===== config.mk =====
export PLATFORM = sky130hd
export DESIGN_NAME = ram_arbiter
export DESIGN_NICKNAME = d
export VERILOG_FILES = /design/src/rtl/ram_arbiter.sv
export SDC_FILE = /design/constraint.sdc
export NUM_CORES = 1
export LEC_CHECK = 0
export ABC_CLOCK_PERIOD_IN_PS = 3500
export BUFFER_PORTS_ARGS = -buffer_cell sky130_fd_sc_hd__buf_4
export CORE_MARGIN = 2
export CORE_UTILIZATION = 55
export CTS_CLUSTER_SIZE = 40
export DETAILED_ROUTE_END_ITERATION = 6
export GPL_ROUTABILITY_DRIVEN = 1
export PLACE_DENSITY = 0.93
export SLEW_MARGIN = 20
export SYNTH_ARGS = -nofsm -noshare
export SYNTH_HDL_FRONTEND = slang
export SYNTH_SLANG_ARGS = --single-unit

===== constraint.sdc =====
create_clock -name clk_in -period 3.5 [get_ports clk_in]
set_clock_uncertainty 0.15 [all_clocks]
set_input_delay 0.525 -clock clk_in [delete_from_list [all_inputs] [get_ports clk_in]]
set_output_delay 0.525 -clock clk_in [all_outputs]
set_load 0.01 [all_outputs]

===== src/rtl/ram_arbiter.sv =====
// Byte-serial RAM arbiter: one instruction-fetch port and one load/store port
// share an 8-bit synchronous RAM bus, with data accesses taking priority.
module ram_arbiter (
  input  logic        clk_in,
  input  logic        rst_in,
  input  logic        rdy_in,
  input  logic        flush_in,
  input  logic        inst_req_in,
  input  logic [31:0] inst_addr_in,
  output logic        inst_valid_out,
  output logic [31:0] inst_data_out,
  input  logic        data_req_in,
  input  logic        data_we_in,
  input  logic [2:0]  data_width_in,
  input  logic [31:0] data_addr_in,
  input  logic [31:0] data_wdata_in,
  output logic        data_valid_out,
  output logic [31:0] data_rdata_out,
  input  logic [7:0]  ram_din,
  output logic [7:0]  ram_dout,
  output logic [31:0] ram_a,
  output logic        ram_wr,
  input  logic        io_buffer_full
);

  typedef enum logic [1:0] {
    IDLE    = 2'd0,
    INST_RD = 2'd1,
    DATA_RD = 2'd2,
    DATA_WR = 2'd3
  } state_t;

  function automatic logic [2:0] width_len(input logic [2:0] w);
    case (w)
      3'd1:    width_len = 3'd1;
      3'd2:    width_len = 3'd2;
      default: width_len = 3'd4;
    endcase
  endfunction

  state_t      r_state;
  logic [2:0]  r_idx;
  logic [2:0]  r_len;
  logic [31:0] r_base;
  logic [31:0] r_wdata;
  logic        r_io;
  logic [31:0] r_buf;
  logic [31:0] r_ram_a;
  logic [7:0]  r_ram_dout;
  logic        r_ram_wr;
  logic        r_inst_valid;
  logic [31:0] r_inst_data;
  logic        r_data_valid;
  logic [31:0] r_data_rdata;

  state_t      w_state_nxt;
  logic [2:0]  w_idx_nxt;
  logic [2:0]  w_len_nxt;
  logic [31:0] w_base_nxt;
  logic [31:0] w_wdata_nxt;
  logic        w_io_nxt;
  logic [31:0] w_buf_nxt;
  logic [31:0] w_ram_a_nxt;
  logic [7:0]  w_ram_dout_nxt;
  logic        w_ram_wr_nxt;
  logic        w_inst_valid_nxt;
  logic [31:0] w_inst_data_nxt;
  logic        w_data_valid_nxt;
  logic [31:0] w_data_rdata_nxt;

  logic [2:0]  w_idx_inc;
  logic [2:0]  w_idx_dec;
  logic [5:0]  w_rd_shift;
  logic [5:0]  w_wr_shift;
  logic [31:0] w_rd_word;
  logic [31:0] w_wr_shifted;
  logic [31:0] w_next_addr;
  logic        w_io_stall;
  logic        w_can_grant;

  // Byte lane arithmetic: the byte read in cycle i-1 arrives now on ram_din.
  assign w_idx_inc    = r_idx + 3'd1;
  assign w_idx_dec    = r_idx - 3'd1;
  assign w_rd_shift   = {w_idx_dec, 3'b000};
  assign w_wr_shift   = {w_idx_inc, 3'b000};
  assign w_rd_word    = r_buf | ({24'h000000, ram_din} << w_rd_shift);
  assign w_wr_shifted = r_wdata >> w_wr_shift;
  assign w_next_addr  = r_base + {29'h00000000, w_idx_inc};
  assign w_io_stall   = r_io & io_buffer_full;
  assign w_can_grant  = ~r_inst_valid & ~r_data_valid;

  // Next-state and next-output logic for the access sequencer.
  always_comb begin
    w_state_nxt      = r_state;
    w_idx_nxt        = r_idx;
    w_len_nxt        = r_len;
    w_base_nxt       = r_base;
    w_wdata_nxt      = r_wdata;
    w_io_nxt         = r_io;
    w_buf_nxt        = r_buf;
    w_ram_a_nxt      = 32'h00000000;
    w_ram_dout_nxt   = 8'h00;
    w_ram_wr_nxt     = 1'b0;
    w_inst_valid_nxt = 1'b0;
    w_inst_data_nxt  = r_inst_data;
    w_data_valid_nxt = 1'b0;
    w_data_rdata_nxt = r_data_rdata;
    case (r_state)
      IDLE: begin
        w_idx_nxt = 3'd0;
        if (w_can_grant && data_req_in) begin
          w_state_nxt    = data_we_in ? DATA_WR : DATA_RD;
          w_len_nxt      = width_len(data_width_in);
          w_base_nxt     = data_addr_in;
          w_wdata_nxt    = data_wdata_in;
          w_io_nxt       = (data_addr_in[17:16] == 2'b11);
          w_buf_nxt      = 32'h00000000;
          w_ram_a_nxt    = data_addr_in;
          w_ram_wr_nxt   = data_we_in;
          w_ram_dout_nxt = data_we_in ? data_wdata_in[7:0] : 8'h00;
        end else if (w_can_grant && inst_req_in && !flush_in) begin
          w_state_nxt = INST_RD;
          w_len_nxt   = 3'd4;
          w_base_nxt  = inst_addr_in;
          w_io_nxt    = 1'b0;
          w_buf_nxt   = 32'h00000000;
          w_ram_a_nxt = inst_addr_in;
        end else begin
          w_state_nxt = IDLE;
        end
      end
      INST_RD, DATA_RD: begin
        if (r_state == INST_RD && flush_in) begin
          w_state_nxt = IDLE;
          w_idx_nxt   = 3'd0;
        end else begin
          if (r_idx != 3'd0) begin
            w_buf_nxt = w_rd_word;
          end else begin
            w_buf_nxt = r_buf;
          end
          if (r_idx == r_len) begin
            w_state_nxt = IDLE;
            w_idx_nxt   = 3'd0;
            if (r_state == INST_RD) begin
              w_inst_valid_nxt = 1'b1;
              w_inst_data_nxt  = w_rd_word;
            end else begin
              w_data_valid_nxt = 1'b1;
              w_data_rdata_nxt = w_rd_word;
            end
          end else begin
            w_idx_nxt = w_idx_inc;
            if (w_idx_inc < r_len) begin
              w_ram_a_nxt = w_next_addr;
            end else begin
              w_ram_a_nxt = 32'h00000000;
            end
          end
        end
      end
      DATA_WR: begin
        // A full IO buffer replays the current byte until it is accepted.
        if (w_io_stall) begin
          w_ram_a_nxt    = r_ram_a;
          w_ram_dout_nxt = r_ram_dout;
          w_ram_wr_nxt   = 1'b1;
        end else if (w_idx_inc == r_len) begin
          w_state_nxt      = IDLE;
          w_idx_nxt        = 3'd0;
          w_data_valid_nxt = 1'b1;
        end else begin
          w_idx_nxt      = w_idx_inc;
          w_ram_a_nxt    = w_next_addr;
          w_ram_dout_nxt = w_wr_shifted[7:0];
          w_ram_wr_nxt   = 1'b1;
        end
      end
      default: begin
        w_state_nxt = IDLE;
        w_idx_nxt   = 3'd0;
      end
    endcase
  end

  // State and output registers; rdy_in low holds every register.
  always_ff @(posedge clk_in or negedge rst_in) begin
    if (!rst_in) begin
      r_state      <= IDLE;
      r_idx        <= 3'd0;
      r_len        <= 3'd0;
      r_base       <= 32'h00000000;
      r_wdata      <= 32'h00000000;
      r_io         <= 1'b0;
      r_buf        <= 32'h00000000;
      r_ram_a      <= 32'h00000000;
      r_ram_dout   <= 8'h00;
      r_ram_wr     <= 1'b0;
      r_inst_valid <= 1'b0;
      r_inst_data  <= 32'h00000000;
      r_data_valid <= 1'b0;
      r_data_rdata <= 32'h00000000;
    end else if (rdy_in) begin
      r_state      <= w_state_nxt;
      r_idx        <= w_idx_nxt;
      r_len        <= w_len_nxt;
      r_base       <= w_base_nxt;
      r_wdata      <= w_wdata_nxt;
      r_io         <= w_io_nxt;
      r_buf        <= w_buf_nxt;
      r_ram_a      <= w_ram_a_nxt;
      r_ram_dout   <= w_ram_dout_nxt;
      r_ram_wr     <= w_ram_wr_nxt;
      r_inst_valid <= w_inst_valid_nxt;
      r_inst_data  <= w_inst_data_nxt;
      r_data_valid <= w_data_valid_nxt;
      r_data_rdata <= w_data_rdata_nxt;
    end
  end

  // The write strobe must drop in the very cycle of a pause or IO back-pressure.
  assign ram_wr         = r_ram_wr & rdy_in & ~w_io_stall;
  assign ram_a          = r_ram_a;
  assign ram_dout       = r_ram_dout;
  assign inst_valid_out = r_inst_valid;
  assign inst_data_out  = r_inst_data;
  assign data_valid_out = r_data_valid;
  assign data_rdata_out = r_data_rdata;

endmodule


==> summary.md, run 1 <==
- **DRC violation count after routing** 0
- **area of the die** 19700 um2
- **Layout Area Growth over Synthesis** 25.8%
- **Initial Util** 0.565
- **TritonCTS buffer count** 23
- **starting DRC count in detailed routing** 795
- **Max H-tree Level** 1
- **synthesized flop and latch total** 212
- **dominant combinational cell family by area after synthesis** compound AO/OA/AOI/OAI gates
- **Unique masters post-synth** 58
- **hold path startpoint** data_wdata_in[10]
- **Synth Net Count** 1141
- **Final Hold Slack** 98.9 ps
- **FF-to-FF Start** r_idx[0]
- **area of the mapped netlist** 10200 um2
- **initial antenna violation count** 0
- **Final Max Slew Viols** 0
- **overall via count from detail_route** 8922
- **total track usage** 0.291
- **internal cell power** 0.00623 W
- **clock transition at the registers of the reported paths** 70 ps
- **actual transition at the worst max-transition pin** 938 ps
- **Crit. Startpoint** r_idx[0]
- **Die Y-Extent** 140 um
- **unrepaired setup endpoints after global routing** no
- **TritonCTS clock tree** built
- **Combinational Power Share** 0.354
- **number of buffers on the longest clock path** 3
- **Final Hold Fails** 0
- **dominant cells by area after synthesis** sky130_fd_sc_hd__dfrtp_1 52%, sky130_fd_sc_hd__o21ai_0 5.5%, sky130_fd_sc_hd__nand2_1 5.4%, sky130_fd_sc_hd__mux2_2 3.6%, sky130_fd_sc_hd__mux2i_1 3.5%
- **worst reg2reg setup slack** 500 ps
- **headroom to the max-slew limit** 0.372
- **top_reg_cell synth** sky130_fd_sc_hd__dfrtp_1
- **switching share of power** 0.361
- **kind of start point of the critical path** flip-flop
- **Die X-Extent** 140 um
- **last weighted congestion value of the routability-driven placer** 0.942
- **area of the core** 18100 um2
- **sequential cell area** 5310 um2
- **Avg Cell Area, Syn** 10.1 um2
- **aggregate negative setup slack** 0 ps
- **n_diodes** 0
- **list of most frequent post-synthesis cells** 212 x sky130_fd_sc_hd__dfrtp_1, 147 x sky130_fd_sc_hd__nand2_1, 112 x sky130_fd_sc_hd__o21ai_0
- **Post-synth EDFFs** 0
- **critical path class** reg2reg
- **power density cells** 758 nW/um2
- **clock power share** 0.259
- **largest net degree at the start of global routing** 87
- **fraction of the cycle the final worst path needs** 0.857
- **count of warnings emitted by yosys** 0
- **post-layout minimum cycle time** 3000 ps
- **per-cell routed wire length** 19.8 um
- **Max VDD drop** 0.495 mV
- **xor/xnor share of the synthesized area** 0.0248
- **Antenna Violating Nets Remaining** 0
- **endpoint type of the worst setup path** flip-flop
- **total power** 0.00975 W
- **run status** completed
- **layout cells sized above 1** 0.275
- **fraction of synthesized cell area taken by the top area cell type** 0.519
- **cell taking the most area after synthesis** sky130_fd_sc_hd__dfrtp_1
- **grt ovf** 0
- **Max Cap Violations** 0
- **number of global-route vias before repair** 9057
- **number of optimization iterations in the first detailed-route pass** 5
- **count leader, synth** sky130_fd_sc_hd__dfrtp_1
- **sequential-to-total area share from yosys stat** 0.519
- **DPL Wire Length** 19600 um
- **count of buffers inserted at the top-level ports** 221
- **Post-Route WL** 28800 um
- **sequential fraction of design power** 0.387
- **Critical Path RT** 3790 ps
- **boundary pin count** 222
- **NumNets Final** 1336
- **fillers** 1213
- **fraction of registers with async set or reset after synthesis** 1.00
- **simple-gate portion of the synthesized area** 0.131
- **count of standard-cell rows** 49
- **wire length of the first global-routing pass** 46400 um
- **clock latency reported for the late side of the worst-skew pair** 510 ps
- **postcts setup bufs** 0
- **area of the multi-input gates** 4540 um2
- **Post-Synth Adder-Cell Area** 0.0179
- **Hold Buf Count CTS** 1
- **area fraction in compound gates after synthesis** 0.180
- **Tightest Hold Check Type** in2reg
- **Resize count post-CTS** 0
- **multiplexer share of the synthesized area** 0.0892
- **Mapped Cells** 1012
- **leakage power summed over all cells** 6.00 nW
- **Arrival @ worst endpoint** 3290 ps
- **switching component of the power** 0.00351 W
- **largest fanout of any net on the critical path** 11
- **total of endpoints with negative setup slack in the final report** 0
- **number of vias per cell after detailed routing** 6.14
- **maximum clock frequency** 0.333 GHz
- **Root Driver** sky130_fd_sc_hd__clkbuf_16
- **number of clock sinks seen by CTS** 212
layout by cell type (no fill, tap or decap), types with 18 or more instances in the layout:
master | netlist | layout
sky130_fd_sc_hd__mux2_2 | 33 | 33
sky130_fd_sc_hd__nor2_1 | 76 | 74
sky130_fd_sc_hd__o21ai_0 | 112 | 112
sky130_fd_sc_hd__inv_1 | 25 | 25
sky130_fd_sc_hd__dfrtp_1 | 212 | 212
sky130_fd_sc_hd__a21oi_1 | 69 | 69
sky130_fd_sc_hd__buf_4 | 0 | 236
sky130_fd_sc_hd__nand2_1 | 147 | 146
sky130_fd_sc_hd__xnor2_1 | 23 | 23
sky130_fd_sc_hd__clkbuf_16 | 0 | 23
sky130_fd_sc_hd__mux2i_1 | 36 | 36
sky130_fd_sc_hd__a22o_1 | 24 | 24
sky130_fd_sc_hd__nand3_1 | 18 | 18
critical path: stages (launching register included):
cell,delay [ps]
sky130_fd_sc_hd__dfrtp_1,430
sky130_fd_sc_hd__inv_1,160
sky130_fd_sc_hd__ha_1,420
sky130_fd_sc_hd__ha_1,330
sky130_fd_sc_hd__nor2b_1,140
sky130_fd_sc_hd__o21a_1,210
sky130_fd_sc_hd__o32ai_4,550
sky130_fd_sc_hd__buf_4,270
sky130_fd_sc_hd__a221oi_1,110
sky130_fd_sc_hd__nor2_1,160
cell type report:
type	instances	share of cell area
clock buffers	29	0.0512
clock inverters	13	0.0108
inverters	25	0.00730
multi-input cells	705	0.353
flip-flops and latches	212	0.413
well taps	229	0.0223
repair buffers	240	0.143
per-stage QoR:
stage	instance area, um2	setup slack, ps	utilization	std cells
3_5_place_dp	12100	645	0.666	1410
4_1_cts	12900	570	0.711	1453
2_1_floorplan	10200	838	-	1012
5_1_grt	12900	372	0.711	1453
3_3_place_gp	12100	744	0.666	1410
6_report	12900	500	0.711	1453
routing by layer:
layer / global-route usage / routed length [um] / vias to the layer above
met5: 0 / 0 / -
met4: 0.0957 / 861 / 0
met3: 0.0533 / 2580 / 76
met2: 0.492 / 14200 / 480
met1: 0.382 / 11100 / 4366
li1: - / - / 4000
logic make-up (layout without fill, tap and decap cells):
kind of cell             count (synthesis)  count (layout)
AND/OR/NAND/NOR                        303             303
AO/OA/AOI/OAI                          282             282
flip-flops                             212             212
XOR/XNOR                                29              29
buffers and inverters                   95             307
multiplexers                            77              77
adder cells (fa/ha/maj)                 14              14
sequential cells by signal (all words and copies together), names as in the netlist, 2 cells and up:
signal          count
r_base             32
inst_data_out      32
r_state             2
r_len               3
data_rdata_out     32
ram_a              32
r_idx               3
r_wdata            32
r_buf              32
ram_dout            8
power groups by stage:
stage	Sequential (W)	Clock, W	Combinational (W)
after floorplan	0.00376	0	0.00210
after global placement	0.00375	0	0.00325
after detailed placement	0.00379	0	0.00339
after CTS	0.00376	0.00254	0.00343
after global routing	0.00385	0.00264	0.00377
final	0.00378	0.00253	0.00345
final timing paths:
check                                          end  cells past startpoint
max in group asynchronous               r_wdata[1]                      3
worst min-delay path                   r_wdata[10]                      2
worst max register to register            ram_a[7]                      9
worst max-delay path                      ram_a[7]                      9
min in group asynchronous                ram_a[17]                      2
worst min register to register  data_rdata_out[18]                      2
Note: power is estimated with default switching activity, not from simulation.
==> run 2: changes to the inputs <==
--- a/config.mk
+++ b/config.mk
@@ -5,14 +5,14 @@
 export SDC_FILE = /design/constraint.sdc
 export NUM_CORES = 1
 export LEC_CHECK = 0
-export ABC_CLOCK_PERIOD_IN_PS = 3500
+export ABC_CLOCK_PERIOD_IN_PS = 3900
 export BUFFER_PORTS_ARGS = -buffer_cell sky130_fd_sc_hd__buf_4
 export CORE_MARGIN = 2
-export CORE_UTILIZATION = 55
+export CORE_UTILIZATION = 58
 export CTS_CLUSTER_SIZE = 40
 export DETAILED_ROUTE_END_ITERATION = 6
 export GPL_ROUTABILITY_DRIVEN = 1
-export PLACE_DENSITY = 0.93
+export PLACE_DENSITY = 0.95
 export SLEW_MARGIN = 20
 export SYNTH_ARGS = -nofsm -noshare
 export SYNTH_HDL_FRONTEND = slang
==> constraint.sdc (replaced) <==
create_clock -name clk_in -period 3.9 [get_ports clk_in]
set_clock_uncertainty 0.15 [all_clocks]
set_input_delay 0.585 -clock clk_in [delete_from_list [all_inputs] [get_ports clk_in]]
set_output_delay 0.585 -clock clk_in [all_outputs]
set_load 0.01 [all_outputs]
==> summary.md, run 2 (synthesized netlist as in run 1, its figures left out) <==
- **run status** finished with violations, was completed
- **violated checks** negative hold slack
- **maximum clock frequency** 0.329 GHz, was 0.333 GHz
- **area of the core** 17200 um2, was 18100 um2
- **critical path class** reg2reg, unchanged
- **overall via count from detail_route** 8869, was 8922
- **DRC violation count after routing** 0, unchanged
- **Max H-tree Level** 1, unchanged
- **switching share of power** 0.365, was 0.361
- **CP max stage delay** 700 ps, was 550 ps
- **kind of start point of the critical path** flip-flop, unchanged
- **total track usage** 0.312, was 0.291
- **aggregate negative setup slack** 0 ps, unchanged
- **most common library cell in the layout ignoring fill and taps** sky130_fd_sc_hd__buf_4, unchanged
- **Combinational Power Share** 0.360, was 0.354
- **number of optimization iterations in the first detailed-route pass** 7, was 5
- **power density cells** 675 nW/um2, was 758 nW/um2
- **DPL Wire Length** 20100 um, was 19600 um
- **Final Hold Fails** 13, was 0
- **unrepaired setup endpoints after global routing** no, unchanged
- **largest fanout of any net on the critical path** 18, was 11
- **count of standard-cell rows** 48, was 49
- **number of global-route vias before repair** 8936, was 9057
- **area of all placed cells without fillers** 12700 um2, was 12900 um2
- **TritonCTS buffer count** 22, was 23
- **switching component of the power** 0.00314 W, was 0.00351 W
- **actual transition at the worst max-transition pin** 940 ps, was 938 ps
- **most used cells in the layout excluding fill and tap cells** 234 x sky130_fd_sc_hd__buf_4, 212 x sky130_fd_sc_hd__dfrtp_1, 146 x sky130_fd_sc_hd__nand2_1, was 236 x sky130_fd_sc_hd__buf_4, 212 x sky130_fd_sc_hd__dfrtp_1, 146 x sky130_fd_sc_hd__nand2_1
- **Max VDD drop** 0.518 mV, was 0.495 mV
- **Post-Route WL** 29100 um, was 28800 um
- **starting DRC count in detailed routing** 880, was 795
- **boundary pin count** 222, unchanged
- **Crit path top cell by count** sky130_fd_sc_hd__ha_1, unchanged
- **slowest stage cell on the critical path** sky130_fd_sc_hd__o32ai_4, unchanged
- **headroom to the max-slew limit** 0.371, was 0.372
- **total of endpoints with negative setup slack in the final report** 0, unchanged
- **last weighted congestion value of the routability-driven placer** 0.911, was 0.942
- **Final Hold Slack** -35.9 ps, was 98.9 ps
- **placement-stage cell area** 12000 um2, was 12100 um2
- **Final Max Slew Viols** 0, unchanged
- **internal cell power** 0.00546 W, was 0.00623 W
- **Hold Buf Count CTS** 0, was 1
- **number of buffers on the longest clock path** 3, unchanged
- **Resize count post-CTS** 0, unchanged
- **Die Y-Extent** 137 um, was 140 um
- **count of buffers inserted at the top-level ports** 221, unchanged
- **number of clock sinks seen by CTS** 212, unchanged
- **n_diodes** 0, unchanged
- **final cell utilization of the core** 0.739, was 0.711
- **Initial Util** 0.593, was 0.565
- **wire length of the first global-routing pass** 45800 um, was 46400 um
- **Arrival @ worst endpoint** 3320 ps, was 3290 ps
- **sequential fraction of design power** 0.395, was 0.387
- **endpoint type of the worst setup path** flip-flop, unchanged
- **Antenna Violating Nets Remaining** 0, unchanged
- **number of vias per cell after detailed routing** 6.15, was 6.14
- **clock latency reported for the late side of the worst-skew pair** 510 ps, about the same
- **CP Cell Sequence** buf_4, ha_1, nand2b_1, nand2_1, ha_1, or3_1, o32ai_4, a21bo_1, a31oi_1, was inv_1, ha_1, ha_1, nor2b_1, o21a_1, o32ai_4, buf_4, a221oi_1, nor2_1
- **Layout Area Growth over Synthesis** 24.6%, was 25.8%
- **fraction of the cycle the final worst path needs** 0.779, was 0.857
- **Max Cap Violations** 0, unchanged
- **Die X-Extent** 137 um, was 140 um
- **area of the die** 18700 um2, was 19700 um2
- **Tightest Hold Check Type** in2async, was in2reg
- **initial antenna violation count** 0, unchanged
- **clock transition at the registers of the reported paths** 60 ps, was 70 ps
- **NumNets Final** 1331, was 1336
- **TritonCTS clock tree** built, unchanged
- **largest net degree at the start of global routing** 91, was 87
- **post-layout minimum cycle time** 3040 ps, was 3000 ps
- **Root Driver** sky130_fd_sc_hd__clkbuf_16, unchanged
- **leakage power summed over all cells** 5.94 nW, was 6.00 nW
- **Critical Path RT** 4180 ps, was 3790 ps
- **postcts setup bufs** 0, unchanged
- **clock power share** 0.245, was 0.259
- **per-cell routed wire length** 20.2 um, was 19.8 um
- **grt ovf** 0, unchanged
- **layout cells sized above 1** 0.269, was 0.275
## run 2: cell count changes in the layout (fill, tap and decap cells not counted), moves of 2 or more
cell,before,now
sky130_fd_sc_hd__clkbuf_1,0,4
sky130_fd_sc_hd__clkbuf_8,7,4
sky130_fd_sc_hd__inv_6,3,0
sky130_fd_sc_hd__buf_4,236,234
## run 2: path summary, 6_finish.rpt
check / startpoint / to / cells after the start / slack (ps)
worst max-delay path: r_idx[0] / ram_a[27] / 9 / 860
worst min-delay path: rst_in / r_base[15] / 1 / -40
worst max register to register: r_idx[0] / ram_a[27] / 9 / 860
worst min register to register: data_rdata_out[9] / data_rdata_out[9] / 2 / 330
max in group asynchronous: rst_in / r_base[20] / 2 / 2740
min in group clk_in: data_wdata_in[27] / r_wdata[27] / 2 / 160
## run 2: layer usage
layer / track usage / wire length, um / up-vias
met5: 0 / 0 / -
met4: 0.133 / 1220 / 0
met3: 0.0600 / 2650 / 102
met2: 0.534 / 14500 / 491
met1: 0.390 / 10700 / 4289
li1: - / - / 3987
## run 2: cell type report
type	count	area [um2]
multi-input cells	705	4550
fillers	1113	4490
clock buffers	29	607
flip-flops and latches	212	5310
repair buffers	236	1790
well taps	225	282
inverters	25	93.8
clock inverters	11	121
## run 2: power groups by stage
stage | clock [W] | combinational [W] | sequential (W)
finish | 0.00211 | 0.00310 | 0.00340
global route | 0.00222 | 0.00338 | 0.00346
global placement | 0 | 0.00288 | 0.00336
detailed placement | 0 | 0.00303 | 0.00340
floorplan | 0 | 0.00189 | 0.00337
CTS | 0.00212 | 0.00308 | 0.00338
## run 2: worst max-delay path: cells and delay by family, from the launching register on
family          cells  cell delay, ps
compound gates      3            1130
fa+ha+maj           2             410
buf+inv             1             260
flops               1             360
simple gates        3             660
## run 2: through the flow
stage                     total power, W  setup WS, ps  instances
after detailed placement         0.00643           895       1403
after global placement           0.00624           991       1403
after CTS                        0.00857           855       1443
after floorplan                  0.00526          1240       1012
after global routing             0.00906           657       1443
final                            0.00861           860       1443
==> run 3: changes to the inputs <==
--- a/config.mk
+++ b/config.mk
@@ -5,14 +5,15 @@
 export SDC_FILE = /design/constraint.sdc
 export NUM_CORES = 1
 export LEC_CHECK = 0
-export ABC_CLOCK_PERIOD_IN_PS = 3900
+export ABC_AREA = 1
+export ABC_CLOCK_PERIOD_IN_PS = 2700
 export BUFFER_PORTS_ARGS = -buffer_cell sky130_fd_sc_hd__buf_4
 export CORE_MARGIN = 2
-export CORE_UTILIZATION = 58
+export CORE_UTILIZATION = 50
 export CTS_CLUSTER_SIZE = 40
 export DETAILED_ROUTE_END_ITERATION = 6
 export GPL_ROUTABILITY_DRIVEN = 1
-export PLACE_DENSITY = 0.95
+export PLACE_DENSITY = 0.88
 export SLEW_MARGIN = 20
 export SYNTH_ARGS = -nofsm -noshare
 export SYNTH_HDL_FRONTEND = slang
==> constraint.sdc (replaced) <==
create_clock -name clk_in -period 2.7 [get_ports clk_in]
set_clock_uncertainty 0.15 [all_clocks]
set_input_delay 0.405 -clock clk_in [delete_from_list [all_inputs] [get_ports clk_in]]
set_output_delay 0.405 -clock clk_in [all_outputs]
set_load 0.01 [all_outputs]
==> summary.md, run 3 <==
- **run status** completed, was finished with violations
- **Post-Route WL** 32800 um, was 29100 um
- **sequential-to-total area share from yosys stat** 0.478, was 0.519
- **area of the mapped netlist** 11100 um2, was 10200 um2
- **list of most frequent post-synthesis cells** 593 x sky130_fd_sc_hd__nand2_1, 212 x sky130_fd_sc_hd__dfrtp_1, 112 x sky130_fd_sc_hd__nand3_1, was 212 x sky130_fd_sc_hd__dfrtp_1, 147 x sky130_fd_sc_hd__nand2_1, 112 x sky130_fd_sc_hd__o21ai_0
- **dominant combinational cell family by area after synthesis** simple AND/OR/NAND/NOR gates, was compound AO/OA/AOI/OAI gates
- **count of standard-cell rows** 54, was 48
- **dominant cells by area after synthesis** sky130_fd_sc_hd__dfrtp_1 48%, sky130_fd_sc_hd__nand2_1 20%, sky130_fd_sc_hd__nand3_1 5.1%, sky130_fd_sc_hd__o21ai_0 3.3%, sky130_fd_sc_hd__inv_1 3.1%, was sky130_fd_sc_hd__dfrtp_1 52%, sky130_fd_sc_hd__o21ai_0 5.5%, sky130_fd_sc_hd__nand2_1 5.4%, sky130_fd_sc_hd__mux2_2 3.6%, sky130_fd_sc_hd__mux2i_1 3.5%
- **number of cells traversed by the worst register-to-register path** 12, was 9
- **clock transition at the registers of the reported paths** 60 ps, about the same
- **fraction of registers with async set or reset after synthesis** 1.00, unchanged
- **area of the die** 23400 um2, was 18700 um2
- **critical path class** reg2reg, unchanged
- **Cells on Worst Hold Path** 3
- **endpoint with the worst hold slack** r_base[4]
- **Post-synth EDFFs** 0, unchanged
- **Antenna Violating Nets Remaining** 0, unchanged
- **clock latency reported for the late side of the worst-skew pair** 520 ps, was 510 ps
- **top_reg_cell synth** sky130_fd_sc_hd__dfrtp_1, unchanged
- **Arrival @ worst endpoint** 2940 ps, was 3320 ps
- **maximum clock frequency** 0.378 GHz, was 0.329 GHz
- **synthesized flop and latch total** 212, unchanged
- **DPL Wire Length** 21800 um, was 20100 um
- **sequential fraction of design power** 0.358, was 0.395
- **cell taking the most area after synthesis** sky130_fd_sc_hd__dfrtp_1, unchanged
- **Initial Util** 0.508, was 0.593
- **grt ovf** 0, unchanged
- **fillers** 1762, was 1113
- **count leader, synth** sky130_fd_sc_hd__nand2_1, was sky130_fd_sc_hd__dfrtp_1
- **boundary pin count** 222, unchanged
- **endpoint of the most critical register-to-register path** ram_a[26], was ram_a[27]
- **starting DRC count in detailed routing** 808, was 880
- **TritonCTS clock tree** built, unchanged
- **leakage power summed over all cells** 7.37 nW, was 5.94 nW
- **clock power share** 0.227, was 0.245
- **layout cells sized above 1** 0.204, was 0.269
- **Combinational Power Share** 0.415, was 0.360
- **number of vias per cell after detailed routing** 5.50, was 6.15
- **Synth Net Count** 1579, was 1141
- **switching component of the power** 0.00576 W, was 0.00314 W
- **Crit. Startpoint** r_idx[0], unchanged
- **last weighted congestion value of the routability-driven placer** 0.916, was 0.911
- **NumNets Final** 1806, was 1331
- **area fraction in compound gates after synthesis** 0.104, was 0.180
- **internal cell power** 0.00845 W, was 0.00546 W
- **fraction of the cycle the final worst path needs** 0.981, was 0.779
- **Avg Cell Area, Syn** 7.65 um2, was 10.1 um2
- **Max H-tree Level** 1, unchanged
- **Critical Path RT** 2990 ps, was 4180 ps
- **actual transition at the worst max-transition pin** 686 ps, was 940 ps
- **area of the core** 21800 um2, was 17200 um2
- **per-cell routed wire length** 16.6 um, was 20.2 um
- **final std cells w/o fill** 1972, was 1443
- **fraction of synthesized cell area taken by the top area cell type** 0.478, was 0.519
- **number of clock sinks seen by CTS** 212, unchanged
- **Root Driver** sky130_fd_sc_hd__clkbuf_16, unchanged
- **largest fanout of any net on the critical path** 16, was 18
- **aggregate negative setup slack** 0 ps, unchanged
- **most common library cell in the layout ignoring fill and taps** sky130_fd_sc_hd__nand2_1, was sky130_fd_sc_hd__buf_4
- **kind of start point of the critical path** flip-flop, unchanged
- **headroom to the max-slew limit** 0.542, was 0.371
- **hold path startpoint** inst_addr_in[4]
- **total of endpoints with negative setup slack in the final report** 0, unchanged
- **multiplexer share of the synthesized area** 0.0244, was 0.0892
- **Max Cap Violations** 0, unchanged
- **DRC violation count after routing** 0, unchanged
- **Die X-Extent** 153 um, was 137 um
- **final worst slack** 51.4 ps, was 860 ps
- **count of buffers inserted at the top-level ports** 221, unchanged
- **switching share of power** 0.406, was 0.365
- **placed insts** 1903, was 1403
- **simple-gate portion of the synthesized area** 0.296, was 0.131
- **power density cells** 1010 nW/um2, was 675 nW/um2
- **number of optimization iterations in the first detailed-route pass** 5, was 7
- **largest net degree at the start of global routing** 78, was 91
- **endpoint type of the worst setup path** flip-flop, unchanged
- **number of global-route vias before repair** 10800, was 8936
- **Layout Area Growth over Synthesis** 27.4%, was 24.6%
- **Final Hold Fails** 0, was 13
- **post-layout minimum cycle time** 2650 ps, was 3040 ps
- **Tightest Hold Check Type** in2reg, was in2async
- **wire length of the first global-routing pass** 53100 um, was 45800 um
- **initial antenna violation count** 0, unchanged
- **worst reg2reg setup slack** 50 ps, was 860 ps
- **Post-Synth Adder-Cell Area** 0.0165, was 0.0179
- **overall via count from detail_route** 10800, was 8869
- **most used cells in the layout excluding fill and tap cells** 591 x sky130_fd_sc_hd__nand2_1, 244 x sky130_fd_sc_hd__buf_4, 212 x sky130_fd_sc_hd__dfrtp_1, was 234 x sky130_fd_sc_hd__buf_4, 212 x sky130_fd_sc_hd__dfrtp_1, 146 x sky130_fd_sc_hd__nand2_1
- **count of warnings emitted by yosys** 0, unchanged
- **xor/xnor share of the synthesized area** 0.0118, was 0.0248
- **TritonCTS buffer count** 23, was 22
- **FF-to-FF Start** r_idx[0], unchanged
- **Placement Setup Slack** 147 ps, was 895 ps
- **Mapped Cells** 1450, was 1012
- **n_diodes** 0, unchanged
- **Unique masters post-synth** 38, was 58
- **total track usage** 0.275, was 0.312
- **Final Max Slew Viols** 0, unchanged
- **number of buffers on the longest clock path** 3, unchanged
- **Die Y-Extent** 153 um, was 137 um
- **Max VDD drop** 0.520 mV, was 0.518 mV
==> run 3: changes by cell type after synthesis, moves of 36 or more <==
cell	delta
sky130_fd_sc_hd__nand3_1	+94
sky130_fd_sc_hd__a21oi_1	-44
sky130_fd_sc_hd__o21ai_0	-39
sky130_fd_sc_hd__inv_1	+67
sky130_fd_sc_hd__nand2_1	+446
sky130_fd_sc_hd__mux2i_1	-36
==> run 3: logic make-up (layout without fill, tap and decap cells) <==
| logic type | after synthesis | after routing |
|---|---|---|
| simple gates | 811 | 811 |
| flops | 212 | 212 |
| compound gates | 197 | 197 |
| buf+inv | 177 | 419 |
| mux | 24 | 24 |
| xor+xnor | 15 | 15 |
| fa+ha+maj | 14 | 14 |
==> run 3: how the worst max path moves through the flow <==
stage,end,cells after the start
2_1_floorplan,ram_a[8],15
3_3_place_gp,ram_a[20],12
3_5_place_dp,ram_a[20],12
4_1_cts,ram_a[12],13
5_1_grt,ram_a[3],14
6_report,ram_a[26],12
==> run 3: repair_timing <==
| item | 4_1_cts | 5_1_grt |
|---|---|---|
| setup endpoints to repair | 0 | 39 |
| hold endpoints to repair | 75 | 0 |
| resized for setup | 0 | 10 |
| buffers inserted | 0 | 1 |
| hold buffers | 26 | 0 |
==> run 3: through the flow <==
stage | util | hold slack (ps) | instance area [um2] | total power [W]
2_1_floorplan | - | -40.6 | 11100 | 0.00862
3_3_place_gp | 0.596 | 244 | 13000 | 0.0105
3_5_place_dp | 0.596 | 247 | 13000 | 0.0107
4_1_cts | 0.643 | 11.1 | 14000 | 0.0140
5_1_grt | 0.648 | 28.6 | 14100 | 0.0151
6_report | 0.648 | 23.8 | 14100 | 0.0142
==> run 3: area by class of cell <==
cell class | count | area, um2 | area share
flip-flops and latches | 212 | 5310 | 0.375
multi-input cells | 1061 | 5080 | 0.359
repair buffers | 278 | 2260 | 0.160
clock buffers | 29 | 608 | 0.0430
inverters | 101 | 383 | 0.0271
well taps | 280 | 350 | 0.0248
clock inverters | 11 | 154 | 0.0109
==> run 3: critical path, stage by stage (launching register included) <==
cell and delay, ps:
sky130_fd_sc_hd__dfrtp_1 420, sky130_fd_sc_hd__ha_2 220, sky130_fd_sc_hd__xnor2_2 140, sky130_fd_sc_hd__inv_1 100, sky130_fd_sc_hd__ha_1 330, sky130_fd_sc_hd__a21oi_1 160
sky130_fd_sc_hd__o21ai_0 140, sky130_fd_sc_hd__nand2_1 90, sky130_fd_sc_hd__nand2_1 80, sky130_fd_sc_hd__a21oi_4 250, sky130_fd_sc_hd__clkbuf_16 240, sky130_fd_sc_hd__nand3_1 100
sky130_fd_sc_hd__a21oi_1 130
==> run 3: routing by layer <==
layer	track usage	wire length [um]	up-vias
met5	0	0	-
met4	0.126	1340	0
met3	0.0473	2620	104
met2	0.461	16100	545
met1	0.351	12700	5089
li1	-	-	5100
==> run 3: power groups by stage <==
stage	Clock (W)	Sequential [W]	Combinational, W
3_5_place_dp	0	0.00508	0.00558
4_1_cts	0.00326	0.00506	0.00567
3_3_place_gp	0	0.00505	0.00540
6_report	0.00323	0.00509	0.00589
2_1_floorplan	0	0.00507	0.00355
5_1_grt	0.00339	0.00521	0.00651
